[src/rtl/eeprom_word_writer.sv]
// eeprom_word_writer: programs one 32-bit word into a 24LC256-class I2C EEPROM
// (4-byte page write, then ACK polling). Optional power-up bus clear: EEPROM_BUS_CLEAR_EN.
module eeprom_word_writer #(
   parameter int unsigned CLK_DIV  = 125,
   parameter logic [6:0]  DEV_ADDR = 7'h50,
   parameter int unsigned POLL_MAX = 255
) (
   input  logic        clk,
   input  logic        reset_n,
   input  logic        start,
   input  logic [12:0] word_addr,
   input  logic [31:0] wdata,
   output logic        busy,
   output logic        done,
   output logic        err,
   output logic        scl_oe,
   output logic        sda_oe,
   input  logic        sda_in
);

   localparam int TW = $clog2(CLK_DIV);
   localparam int PW = $clog2(POLL_MAX + 1);
   localparam logic [TW-1:0] TICK_LAST  = TW'(CLK_DIV - 1);
   localparam logic [PW-1:0] POLL_LAST  = PW'(POLL_MAX - 1);
   localparam logic [PW-1:0] POLL_MAX_V = PW'(POLL_MAX);
   localparam logic [5:0]    ACK_SAMPLE = 6'd34;

`ifdef EEPROM_BUS_CLEAR_EN
   localparam logic CLEAR_ON_RESET = 1'b1;
`else
   localparam logic CLEAR_ON_RESET = 1'b0;
`endif

   typedef enum logic [3:0] {
      S_IDLE,
      S_CLEAR,
      S_CLR_STOP,
      S_START,
      S_SEND,
      S_STOP,
      S_POLL_START,
      S_POLL_DEV,
      S_POLL_STOP,
      S_ERR_STOP,
      S_DONE
   } state_t;

   state_t          state_q, state_d;
   logic [TW-1:0]   tick_cnt_q, tick_cnt_d;
   logic [5:0]      step_q, step_d;
   logic [2:0]      byte_idx_q, byte_idx_d;
   logic            nack_q, nack_d;
   logic [PW-1:0]   poll_cnt_q, poll_cnt_d;
   logic            err_q, err_d;
   logic [12:0]     addr_q, addr_d;
   logic [31:0]     data_q, data_d;
   logic            clear_pend_q, clear_pend_d;
   logic            scl_oe_q, scl_oe_d;
   logic            sda_oe_q, sda_oe_d;

   logic            run;
   logic            tick;
   logic            busy_int;
   logic            accept;
   logic            state_end;
   logic [5:0]      step_last;
   logic [3:0]      bit_idx;
   logic [7:0]      cur_byte;
   logic [15:0]     byte_addr;

   assign run       = (state_q != S_IDLE) && (state_q != S_DONE);
   assign busy_int  = clear_pend_q || run;
   assign tick      = run && (tick_cnt_q == TICK_LAST);
   assign accept    = start && !busy_int;
   assign state_end = tick && (step_q == step_last);
   assign bit_idx   = step_q[5:2];
   assign byte_addr = {1'b0, addr_q, 2'b00};

   // Each state lasts a fixed number of ticks; a SEND covers 9 bits of 4 quarters.
   always_comb begin
      case (state_q)
         S_START, S_POLL_START:        step_last = 6'd3;
         S_SEND, S_POLL_DEV, S_CLEAR:  step_last = 6'd35;
         default:                      step_last = 6'd6;
      endcase
   end

   always_comb begin
      cur_byte = {DEV_ADDR, 1'b0};
      if (state_q == S_SEND) begin
         case (byte_idx_q)
            3'd1:    cur_byte = byte_addr[15:8];
            3'd2:    cur_byte = byte_addr[7:0];
            3'd3:    cur_byte = data_q[7:0];
            3'd4:    cur_byte = data_q[15:8];
            3'd5:    cur_byte = data_q[23:16];
            3'd6:    cur_byte = data_q[31:24];
            default: cur_byte = {DEV_ADDR, 1'b0};
         endcase
      end
   end

   // State register
   always_ff @(posedge clk or negedge reset_n) begin
      if (!reset_n) begin
         state_q <= S_IDLE;
      end else begin
         state_q <= state_d;
      end
   end

   // Next-state logic
   always_comb begin
      state_d = state_q;
      case (state_q)
         S_IDLE: begin
            if (clear_pend_q) begin
               state_d = S_CLEAR;
            end else if (start) begin
               state_d = S_START;
            end
         end
         S_CLEAR:      if (state_end) state_d = S_CLR_STOP;
         S_CLR_STOP:   if (state_end) state_d = S_IDLE;
         S_START:      if (state_end) state_d = S_SEND;
         S_SEND: begin
            if (state_end) begin
               if (nack_q) begin
                  state_d = S_ERR_STOP;
               end else if (byte_idx_q == 3'd6) begin
                  state_d = S_STOP;
               end
            end
         end
         S_STOP:       if (state_end) state_d = S_POLL_START;
         S_POLL_START: if (state_end) state_d = S_POLL_DEV;
         S_POLL_DEV:   if (state_end) state_d = S_POLL_STOP;
         S_POLL_STOP: begin
            if (state_end) begin
               if (!nack_q || (poll_cnt_q >= POLL_LAST)) begin
                  state_d = S_DONE;
               end else begin
                  state_d = S_POLL_START;
               end
            end
         end
         S_ERR_STOP:   if (state_end) state_d = S_DONE;
         S_DONE:       state_d = start ? S_START : S_IDLE;
         default:      state_d = S_IDLE;
      endcase
   end

   // Output logic; bus enables are registered so the pins never glitch.
   always_comb begin
      scl_oe_d = 1'b0;
      sda_oe_d = 1'b0;
      busy     = busy_int;
      done     = (state_q == S_DONE);
      err      = err_q;
      scl_oe   = scl_oe_q;
      sda_oe   = sda_oe_q;
      case (state_q)
         S_CLEAR: begin
            scl_oe_d = ~step_q[1];
         end
         S_START, S_POLL_START: begin
            sda_oe_d = step_q[1];
         end
         S_SEND, S_POLL_DEV: begin
            scl_oe_d = ~step_q[1];
            if (!bit_idx[3]) begin
               sda_oe_d = ~cur_byte[3'd7 - bit_idx[2:0]];
            end
         end
         S_STOP, S_POLL_STOP, S_ERR_STOP, S_CLR_STOP: begin
            scl_oe_d = (step_q == 6'd0);
            sda_oe_d = (step_q <= 6'd1);
         end
         default: begin
            scl_oe_d = 1'b0;
            sda_oe_d = 1'b0;
         end
      endcase
   end

   // Datapath next-state
   always_comb begin
      tick_cnt_d   = tick_cnt_q;
      step_d       = step_q;
      byte_idx_d   = byte_idx_q;
      nack_d       = nack_q;
      poll_cnt_d   = poll_cnt_q;
      err_d        = err_q;
      addr_d       = addr_q;
      data_d       = data_q;
      clear_pend_d = clear_pend_q;

      if (!run || tick) begin
         tick_cnt_d = '0;
      end else begin
         tick_cnt_d = tick_cnt_q + TW'(1);
      end

      if (tick) begin
         step_d = state_end ? 6'd0 : step_q + 6'd1;
      end

      if ((state_q == S_IDLE) && clear_pend_q) begin
         clear_pend_d = 1'b0;
      end

      if (accept) begin
         addr_d     = word_addr;
         data_d     = wdata;
         err_d      = 1'b0;
         poll_cnt_d = '0;
         byte_idx_d = 3'd0;
      end

      // ACK slot is sampled as SCL has been high for one quarter.
      if (tick && ((state_q == S_SEND) || (state_q == S_POLL_DEV)) && (step_q == ACK_SAMPLE)) begin
         nack_d = sda_in;
      end

      if (state_end && (state_q == S_SEND) && !nack_q) begin
         byte_idx_d = byte_idx_q + 3'd1;
      end

      if (state_end && (state_q == S_POLL_STOP) && nack_q) begin
         if (poll_cnt_q != POLL_MAX_V) begin
            poll_cnt_d = poll_cnt_q + PW'(1);
         end
         if (poll_cnt_q >= POLL_LAST) begin
            err_d = 1'b1;
         end
      end

      if (state_end && (state_q == S_ERR_STOP)) begin
         err_d = 1'b1;
      end
   end

   always_ff @(posedge clk or negedge reset_n) begin
      if (!reset_n) begin
         tick_cnt_q   <= '0;
         step_q       <= '0;
         byte_idx_q   <= '0;
         nack_q       <= 1'b0;
         poll_cnt_q   <= '0;
         err_q        <= 1'b0;
         addr_q       <= '0;
         data_q       <= '0;
         clear_pend_q <= CLEAR_ON_RESET;
         scl_oe_q     <= 1'b0;
         sda_oe_q     <= 1'b0;
      end else begin
         tick_cnt_q   <= tick_cnt_d;
         step_q       <= step_d;
         byte_idx_q   <= byte_idx_d;
         nack_q       <= nack_d;
         poll_cnt_q   <= poll_cnt_d;
         err_q        <= err_d;
         addr_q       <= addr_d;
         data_q       <= data_d;
         clear_pend_q <= clear_pend_d;
         scl_oe_q     <= scl_oe_d;
         sda_oe_q     <= sda_oe_d;
      end
   end

endmodule

[config.mk]
export PLATFORM = sky130hd
export DESIGN_NAME = eeprom_word_writer
export DESIGN_NICKNAME = d
export VERILOG_FILES = /design/src/rtl/eeprom_word_writer.sv
export SDC_FILE = /design/constraint.sdc
export NUM_CORES = 1
export LEC_CHECK = 0
export ABC_CLOCK_PERIOD_IN_PS = 5800
export BUFFER_PORTS_ARGS = -buffer_cell sky130_fd_sc_hd__buf_4
export CELL_PAD_IN_SITES_DETAIL_PLACEMENT = 0
export CELL_PAD_IN_SITES_GLOBAL_PLACEMENT = 2
export CORE_MARGIN = 2
export CORE_UTILIZATION = 38
export DETAILED_ROUTE_END_ITERATION = 10
export GPL_TIMING_DRIVEN = 0
export HOLD_SLACK_MARGIN = 0.02
export PLACE_DENSITY = 0.83
export RECOVER_POWER = 25
export SLEW_MARGIN = 10
export SYNTH_ARGS = -nofsm -noshare
export SYNTH_HDL_FRONTEND = slang
export SYNTH_SLANG_ARGS = --single-unit
export TNS_END_PERCENT = 5
[constraint.sdc]
create_clock -name clk -period 5.8 [get_ports clk]
set_input_delay 0.29 -clock clk [delete_from_list [all_inputs] [get_ports clk]]
set_output_delay 0.29 -clock clk [all_outputs]
set_load 0.03 [all_outputs]
# Word level (Yosys, flattened, before mapping)
# Index checks and enable logic that the tools add are counted.
# word_totals
inputBits	49
output_inout_bits	5
regBits	77
word_cells	112
# op_classes
n_reduce_logical	25
order_cmp	3
add_sub_neg	5
n_bitwise	2
n_eq_ne	32
muxes	34
# ops
cell	count
two-way mux 4 bit	13
one-hot mux 8 bit (6 select lines)	1
one-hot mux 4 bit (11 select lines)	1
two-way mux 8 bit	4
inequality test 2 bit, second input constant	10
equality test 4 x 3 -> 1 bit, second input constant	4
equality test 4 bit, second input constant	3
one-hot mux 6 bit (2 select lines)	1
logical AND 1 bit	11
AND reduction 11 bit	1
equality test 3 bit, second input constant	3
adder 8 x 1 -> 8 bit, second input constant	1
equality test 4 x 2 -> 1 bit, second input constant	2
>= comparator 8 bit, second input constant	1
inequality test 8 bit, second input constant	1
adder 7 x 1 -> 7 bit, second input constant	1
equality test 7 bit, second input constant	1
two-way mux 7 bit	1
adder 6 x 1 -> 6 bit, second input constant	1
equality test 3 x 2 -> 1 bit, second input constant	2
equality test 6 bit	1
equality test 6 bit, second input constant	1
less-or-equal comparator 6 x 1 -> 1 bit, second input constant	1
logical NOT 6 bit	1
other kinds (23)	34

# Depth between registers and ports, before layout
# Gate-level depths: netlist of the first run.
# logic_depth
word_depth	9
mapped_depth	9
mapped_depth_nobuf	7

# Least setup slack after synthesis of the first run
# OpenSTA, ideal clock, no wires.
# synth_path
path_type	reg2reg
from	reg state_q[0]
to	reg state_q[2]
path_stages_with_launch	8
t_required_ns	5.675
setup_ns	0.125
n_path_buf	2
synth_period_minus_slack_ns	2.255
arrival_ns	2.130
slack_ns	3.545
cell_sequence	dfrtp_1 buf_6 or4b_1 buf_2 o32a_4 a21boi_4 a31oi_4 mux2_4
# synth_between
elab_chain_len	7
elab_cells_between_ends	33
cone_classes	23 x eq/ne; 2 x mux; 8 x reduce/logical
# synth_rtl
element	line_no	rtl
start, declared	48	state_t state_q, state_d;
start signal, assigned	108	state_q <= state_d;
equality test 4 x 3 -> 1 bit (tied with other cells)	81, 115	
OR reduction 3 bit (no line) or OR reduction 2 bit (tied branches)	n/a	
one-hot mux 6 bit (2 select lines)	81	case (state_q)
equality test 6 bit	75	assign state_end = tick && (step_q == step_last);
logical AND 1 bit	75	
inequality test 2 bit (no line)	n/a	
AND reduction 11 bit (no line)	n/a	
# Parallel ways exist; a longest one is shown, timed or not.
# A chain may end at the register's enable or synchronous reset.

# Worst setup path in the final report of the first run
# layout_path
from	reg byte_idx_q[2]
to	reg sda_oe_q, in the netlist sda_oe
# layout_between
elab_chain_len	8
elab_cells_between_ends	13
cone_classes	6 x eq/ne; 6 x mux; 1 x bitwise
# layout_rtl
element	line_no	rtl
start, declared	51	logic [2:0] byte_idx_q, byte_idx_d;
start signal, assigned	259	byte_idx_q <= byte_idx_d;
equality test 3 bit (tied with other cells)	91	case (byte_idx_q)
one-hot mux 8 bit (6 select lines) *	91	
two-way mux 8 bit *	90	if (state_q == S_SEND) begin
binary-select mux 1 bit (select 3 bit) *	172	sda_oe_d = ~cur_byte[3'd7 - bit_idx[2:0]];
two-way mux 1 bit (not written as such) *	172	
inverter 1 bit *	172	
two-way mux 1 bit *	171	if (!bit_idx[3]) begin
one-hot mux 1 bit (3 select lines) *	162	case (state_q)
named net sda_oe_d	59	logic sda_oe_q, sda_oe_d;
end signal, assigned	267	sda_oe_q <= sda_oe_d;
end, declared	59	
# The timed path passes the listed nets; every way through them passes the cells marked *. The select of a mux whose other input is x is not followed.

==> results.toml, run 1 <==
[worst_setup_path]
cp.required_ns = 6.01
crit_path_max_fanout = 10
worstSetupPathType = "register to register"
critPathCaptureType = "register"
worstPathArrival_ns = 2.77
start_kind = "register"

[final_layout]
final_common_cell = "nand2_1"
nNetsFinal = 624
finalNonFillerCells = 706
syn_to_final_growth_pct = 20.8
final_area_um2 = 5220
antenna_cells = 0
fin_util_pct = 47.5
drive_gt1_share_pct = 16.1
final_cell_mix = "nand2_1 (167), dfrtp_1 (77), buf_4 (54)"

[timing]
finClkSkew_ns = 0.00864
slew_headroom_pct = 34.0
hold_violations = 0
fin_tns_setup_ns = 0
fmax_ghz = 0.391
finalSetupViolations = 0
post-route-period-util_pct = 44.1
drv_slew = 0
rsz0062_at_grt = "false"
finalCriticalPeriod_ns = 2.56
worstMarginPinSlew_ns = 0.991

[clock_tree]
cts_tree = "yes"
root_buffer = "clkbuf_16"
cts_sinks = 77
postCtsSetupBuffers = 0
hold_buffers = 0
numCtsBuffers = 9
cts_resized = 0
cts-htree-levels = 3
worstSkewPairLatency_ns = 0.33
clkTransAtPathRegs_ns = 0.06
cts_buffer_depth = 2

[placement]
dp_hpwl_mm = 8.32
place_congestion = 0.878
place_area_um2 = 4890
io_buffers = 53
dp.cells = 690

[yosys]
netlist_instances = 497
yosys_most_used_dff = "dfrtp_1"
synth_warnings = 0
synth_edf_count = 0
synthArstFlopShare_pct = 100
netlist_area_um2 = 4320
yosysSeqAreaShare_pct = 44.6
synthesis.nets = 560
avgSynthCellArea_um2 = 8.69
synth-seq-cells = 77
synth_cell_type_count = 66

[job]
max_cap_viol_count = 0

[drt]
remaining_drc_errors = 0
drt_wl_total_mm = 11.3
drt_first_pass_iters = 5
via_per_inst = 5.23
wl_per_cell_um = 15.9
ant_nets = 0
drt-initial-drc-count = 259
num_vias = 3691

[min_path]
min-delay-path-class = "input pin to asynchronous set/reset pin"

[global_route]
grt.overflow.total = 0
grt_pass1_vias = 3745
grt_start_max_net_pins = 78
grt_pass1_wl_mm = 18.9
grtUsageTotal_pct = 19.1
antenna_found_initial = 0

[floorplanning]
die-area_um2 = 12200
start_util_pct = 39.3
core_area_um2 = 11000
rows = 38
pin_count = 54
die_height_um = 111
fp.dieW_um = 111

[pwr]
p_per_area_nw_per_um2 = 227
peakVddDrop_uv = 103
p_leak_nw = 2.66

[status]
status = "finished clean"
## metrics by stage
| step | power (W) | hold slack [ns] | setup slack, ns |
|---|---|---|---|
| floorplan | 0.000549 | -0.00559 | 3.54 |
| global placement | 0.000585 | 0.460 | 3.21 |
| detailed placement | 0.000586 | 0.461 | 3.24 |
| CTS | 0.00120 | 0.134 | 3.21 |
| global route | 0.00123 | 0.143 | 3.05 |
| finish | 0.00119 | 0.105 | 3.24 |
## per-layer routing
| layer | GRT usage, % | vias to the layer above | wire length, um |
|---|---|---|---|
| li1 | - | 1838 | - |
| met4 | 4.25 | 0 | 97 |
| met1 | 25.9 | 1763 | 5410 |
| met2 | 31.9 | 81 | 5330 |
| met5 | 0 | - | 0 |
| met3 | 3.46 | 9 | 423 |
## synth_stat cells, types with 7 or more instances
library cell  instances  area share (%)
a21oi_1              12             1.4
ha_1                 14             4.1
nand3_1              21             2.4
inv_1                16             1.4
nand2b_1              8             1.2
nor2_1               23             2.0
xnor2_1               7             1.4
nand2_1             167              15
nand4_1               8             1.2
clkbuf_1             20             1.7
dfrtp_1              77              45
mux2i_1              10             2.3
## flip-flops by register name (all words and copies together), names as in the netlist
register	count
state_q	4
scl_oe	1
poll_cnt_q	8
data_q	32
step_q	6
sda_oe	1
addr_q	13
tick_cnt_q	7
byte_idx_q	3
nack_q	1
err	1
## where the power goes
part           internal, W  switching, W
Sequential        0.000538    0.00000108
Clock             0.000390      0.000221
Combinational    0.0000207     0.0000154
## worst paths after layout
kind	cells after the start	endpoint	slack [ns]	start
worst max-delay path	8	sda_oe$_DFF_PN0_	3.24	byte_idx_q[2]$_DFFE_PN0P_
worst min-delay path	1	state_q[2]$_DFFE_PN0P_	0.10	reset_n
worst max register to register	8	sda_oe$_DFF_PN0_	3.24	byte_idx_q[2]$_DFFE_PN0P_
worst min register to register	2	data_q[15]$_DFFE_PN0P_	0.48	data_q[15]$_DFFE_PN0P_
max in group asynchronous	1	data_q[22]$_DFFE_PN0P_	5.05	reset_n
min in group clk	3	data_q[4]$_DFFE_PN0P_	0.14	wdata[4]
## area by class of cell
cell class	instances	area, um^2
buffer	30	130
clock buffer	11	243
clock inverter	5	81.3
fill	1080	5770
inverter	16	60.1
multi-input combinational	374	2200
sequential	77	1930
tap	140	175
timing repair buffer	53	398
## cell families (layout without fill, tap and decap cells)
logic type / after synthesis / count (layout) / share of synthesized area (%)
flip-flops: 77 / 77 / 44.6
XOR/XNOR: 13 / 13 / 2.64
multiplexers: 16 / 16 / 3.97
adder cells (fa/ha/maj): 14 / 14 / 4.06
AO/OA/AOI/OAI: 68 / 68 / 13.1
buffers and inverters: 46 / 115 / 4.40
AND/OR/NAND/NOR: 263 / 263 / 27.2
## critical path, cell delays in order, from the launching register on
cell and delay, ns:
dfrtp_1 0.45, clkbuf_1 0.36, inv_1 0.15, ha_1 0.22
clkbuf_1 0.19, nor4_1 0.41, nor3_1 0.08, a211o_1 0.32
a41o_1 0.25
No activity file was read; power rests on OpenSTA's default activity.
==> inputs of run 2 (changes only) <==
ABC_AREA = 1   (was unset)
ABC_CLOCK_PERIOD_IN_PS = 2200   (was 5800)
CORE_UTILIZATION = 31   (was 38)
PLACE_DENSITY = 0.75   (was 0.83)
clock period = 2.2 ns   (was 5.8 ns; I/O delays follow)
==> run 2 against run 1 <==
  * Register-to-register slack got worse by 3.0 ns
  * Clock-buffer cell count decreased by 1
  * Worst hold slack improved by 0.14 ns
  * Critical path depth increased by 3
  * Sequential share of layout area decreased by 3.0 points
  * Power increased to 4.8 times the previous value
  * Critical path type unchanged
  * Largest power group is now registers
==> results.toml, run 2 <==
[status]
status = "finished clean"

[drt]
num_vias = 3738
wl_per_cell_um = 13.2
drt-initial-drc-count = 118
drt_first_pass_iters = 4
drt_wl_total_mm = 11.1
ant_nets = 0
remaining_drc_errors = 0
via_per_inst = 4.45

[worst_setup_path]
start_kind = "register"
reg2reg_slack_ns = 0.22
cp_slowest_cell = "dfrtp_1"
r2r-start = "tick_cnt_q[0]$_DFF_PN0_"
critPathCaptureType = "register"
path_cells = "inv_1 > ha_1 > nand3_1 > nor2_1 > nand3_2 > nor2_1 > nand2_1 > nor2_2 > nand4_1 > nor3_1 > nor2_1"
timing.rr.end = "poll_cnt_q[6]$_DFF_PN0_"
cp.buffers_inverters = 1
worstPathArrival_ns = 2.22
crit_path_max_fanout = 5
worst_path_dominant_cell_family = "simple AND/OR/NAND/NOR gates"
worstSetupPathType = "register to register"
cpMostUsedCell = "nor2_1"
reg2regPathDepth = 11
cp.required_ns = 2.43
cp-startpoint = "tick_cnt_q[0]$_DFF_PN0_"
slowest_delay_ns = 0.40

[placement]
post-place-ws_ns = 0.0865
place_congestion = 0.824
dp.cells = 778
place_area_um2 = 4870
io_buffers = 53
dp_hpwl_mm = 8.21

[yosys]
netlist_instances = 549
synth_cell_type_count = 39
synthesis.nets = 612
netlist_area_um2 = 4260
synth.most_common_cell = "nand2_1"
synth_top_cell_by_area = "dfrtp_1"
avgSynthCellArea_um2 = 7.75
yosys_most_used_dff = "dfrtp_1"
synth_edf_count = 0
synthTopCellsByCount = "nand2_1 (230), dfrtp_1 (77), inv_1 (46)"
synth-seq-cells = 77
synth.area.top_cells = "dfrtp_1 (45%), nand2_1 (20%), ha_1 (4.1%)"
synthArstFlopShare_pct = 100
synth_top_area_share_pct = 45.3
yosysSeqAreaShare_pct = 45.3
synth_warnings = 0

[final_layout]
top_register = "data_q"
final_cell_mix = "nand2_1 (230), dfrtp_1 (77), buf_4 (52)"
antenna_cells = 0
largest_reg_flops = 32
nFillCells = 1425
final_common_cell = "nand2_1"
final_area_um2 = 5680
fin_util_pct = 42.5
nNetsFinal = 722
syn_to_final_growth_pct = 33.4
finalNonFillerCells = 840
drive_gt1_share_pct = 17.3
reg_top3 = "data_q: 32 flops, addr_q: 13 flops, poll_cnt_q: 8 flops"

[floorplanning]
start_util_pct = 31.9
die_height_um = 121
core_area_um2 = 13300
pin_count = 54
die-area_um2 = 14700
fp.dieW_um = 121
rows = 42

[timing]
finalSetupViolations = 0
fin_ws_ns = 0.218
finalCriticalPeriod_ns = 1.98
rsz0062_at_grt = "false"
slew_headroom_pct = 28.1
fin_tns_setup_ns = 0
finClkSkew_ns = 0.00601
hold_violations = 0
post-route-period-util_pct = 90.1
drv_slew = 0
fmax_ghz = 0.504
worstMarginPinSlew_ns = 1.08

[clock_tree]
root_buffer = "clkbuf_16"
cts_tree = "yes"
worstSkewPairLatency_ns = 0.34
clkTransAtPathRegs_ns = 0.06
cts_buffer_depth = 2
numCtsBuffers = 9
cts_sinks = 77
cts-htree-levels = 3

[pwr]
p_leak_nw = 2.81
peakVddDrop_uv = 365
p_per_area_nw_per_um2 = 1010

[job]
max_cap_viol_count = 0

[global_route]
grt_pass1_wl_mm = 18.7
grtUsageTotal_pct = 16.7
antenna_found_initial = 0
grt_start_max_net_pins = 78
grt.overflow.total = 0
grt_pass1_vias = 3840

[min_path]
worstHoldStart = "start"
min-delay-path-class = "input pin to register"
holdPathEnd = "state_q[2]$_DFFE_PN0P_"
worstHoldPathCells = 4
==> run 2: per-stage QoR <==
step / total power (W) / hold WS (ns)
6_report: 0.00572 / 0.244
5_1_grt: 0.00619 / 0.271
4_1_cts: 0.00585 / 0.232
3_5_place_dp: 0.00402 / 0.313
3_3_place_gp: 0.00399 / 0.313
2_1_floorplan: 0.00348 / -0.186
==> run 2: cells by family after synthesis <==
logic type                 synth area share [%]
and+or+nand+nor                            36.3
adders and majority gates                  4.12
AOI/OAI and AO/OA                          6.23
buffers and inverters                      6.67
xor gates and xnor gates                   1.44
DFF                                        45.3
==> run 2: worst max-delay path by stage <==
| stage | to | slack, ns | cells past startpoint |
|---|---|---|---|
| 2_1_floorplan | sda_oe$_DFF_PN0_ | 0.51 | 9 |
| 3_3_place_gp | sda_oe$_DFF_PN0_ | 0.08 | 12 |
| 3_5_place_dp | sda_oe$_DFF_PN0_ | 0.09 | 12 |
| 4_1_cts | sda_oe$_DFF_PN0_ | 0.07 | 12 |
| 5_1_grt | poll_cnt_q[6]$_DFF_PN0_ | 0.02 | 11 |
| 6_report | poll_cnt_q[6]$_DFF_PN0_ | 0.22 | 11 |
==> run 2: timing repair <==
action | 4_1_cts | 5_1_grt
gates resized for setup | 0 | 3
hold buffers | 47 | 0
endpoints found under the hold margin | 123 | 0
buffers inserted | 0 | 0
endpoints found under the setup margin | 0 | 1
==> run 2: area by class of cell <==
| cell class | count | area [um^2] | area share [%] |
|---|---|---|---|
| Buffer | 12 | 78.8 | 1.39 |
| Clock buffer | 10 | 229 | 4.03 |
| Clock inverter | 6 | 111 | 1.96 |
| Inverter | 53 | 205 | 3.61 |
| Multi-Input combinational cell | 406 | 2050 | 36.1 |
| Sequential cell | 77 | 1930 | 33.9 |
| Tap cell | 176 | 220 | 3.88 |
| Timing Repair Buffer | 100 | 857 | 15.1 |
==> run 2: routing by layer <==
layer	track usage, %	wire length [um]
met5	0	0
met4	6.39	229
met3	3.57	414
met2	28.3	5440
met1	20.7	4990
==> run 2: tightest hold or removal path: stages <==
cell,delay (ns)
buf_4,0.09
o21ai_1,0.11
nor2_4,0.15
o21ai_0,0.08
==> run 2: report_power, final <==
group | switching, W | internal, W
registers | 0.000298 | 0.00190
logic | 0.00113 | 0.000676
clock network | 0.000605 | 0.00111
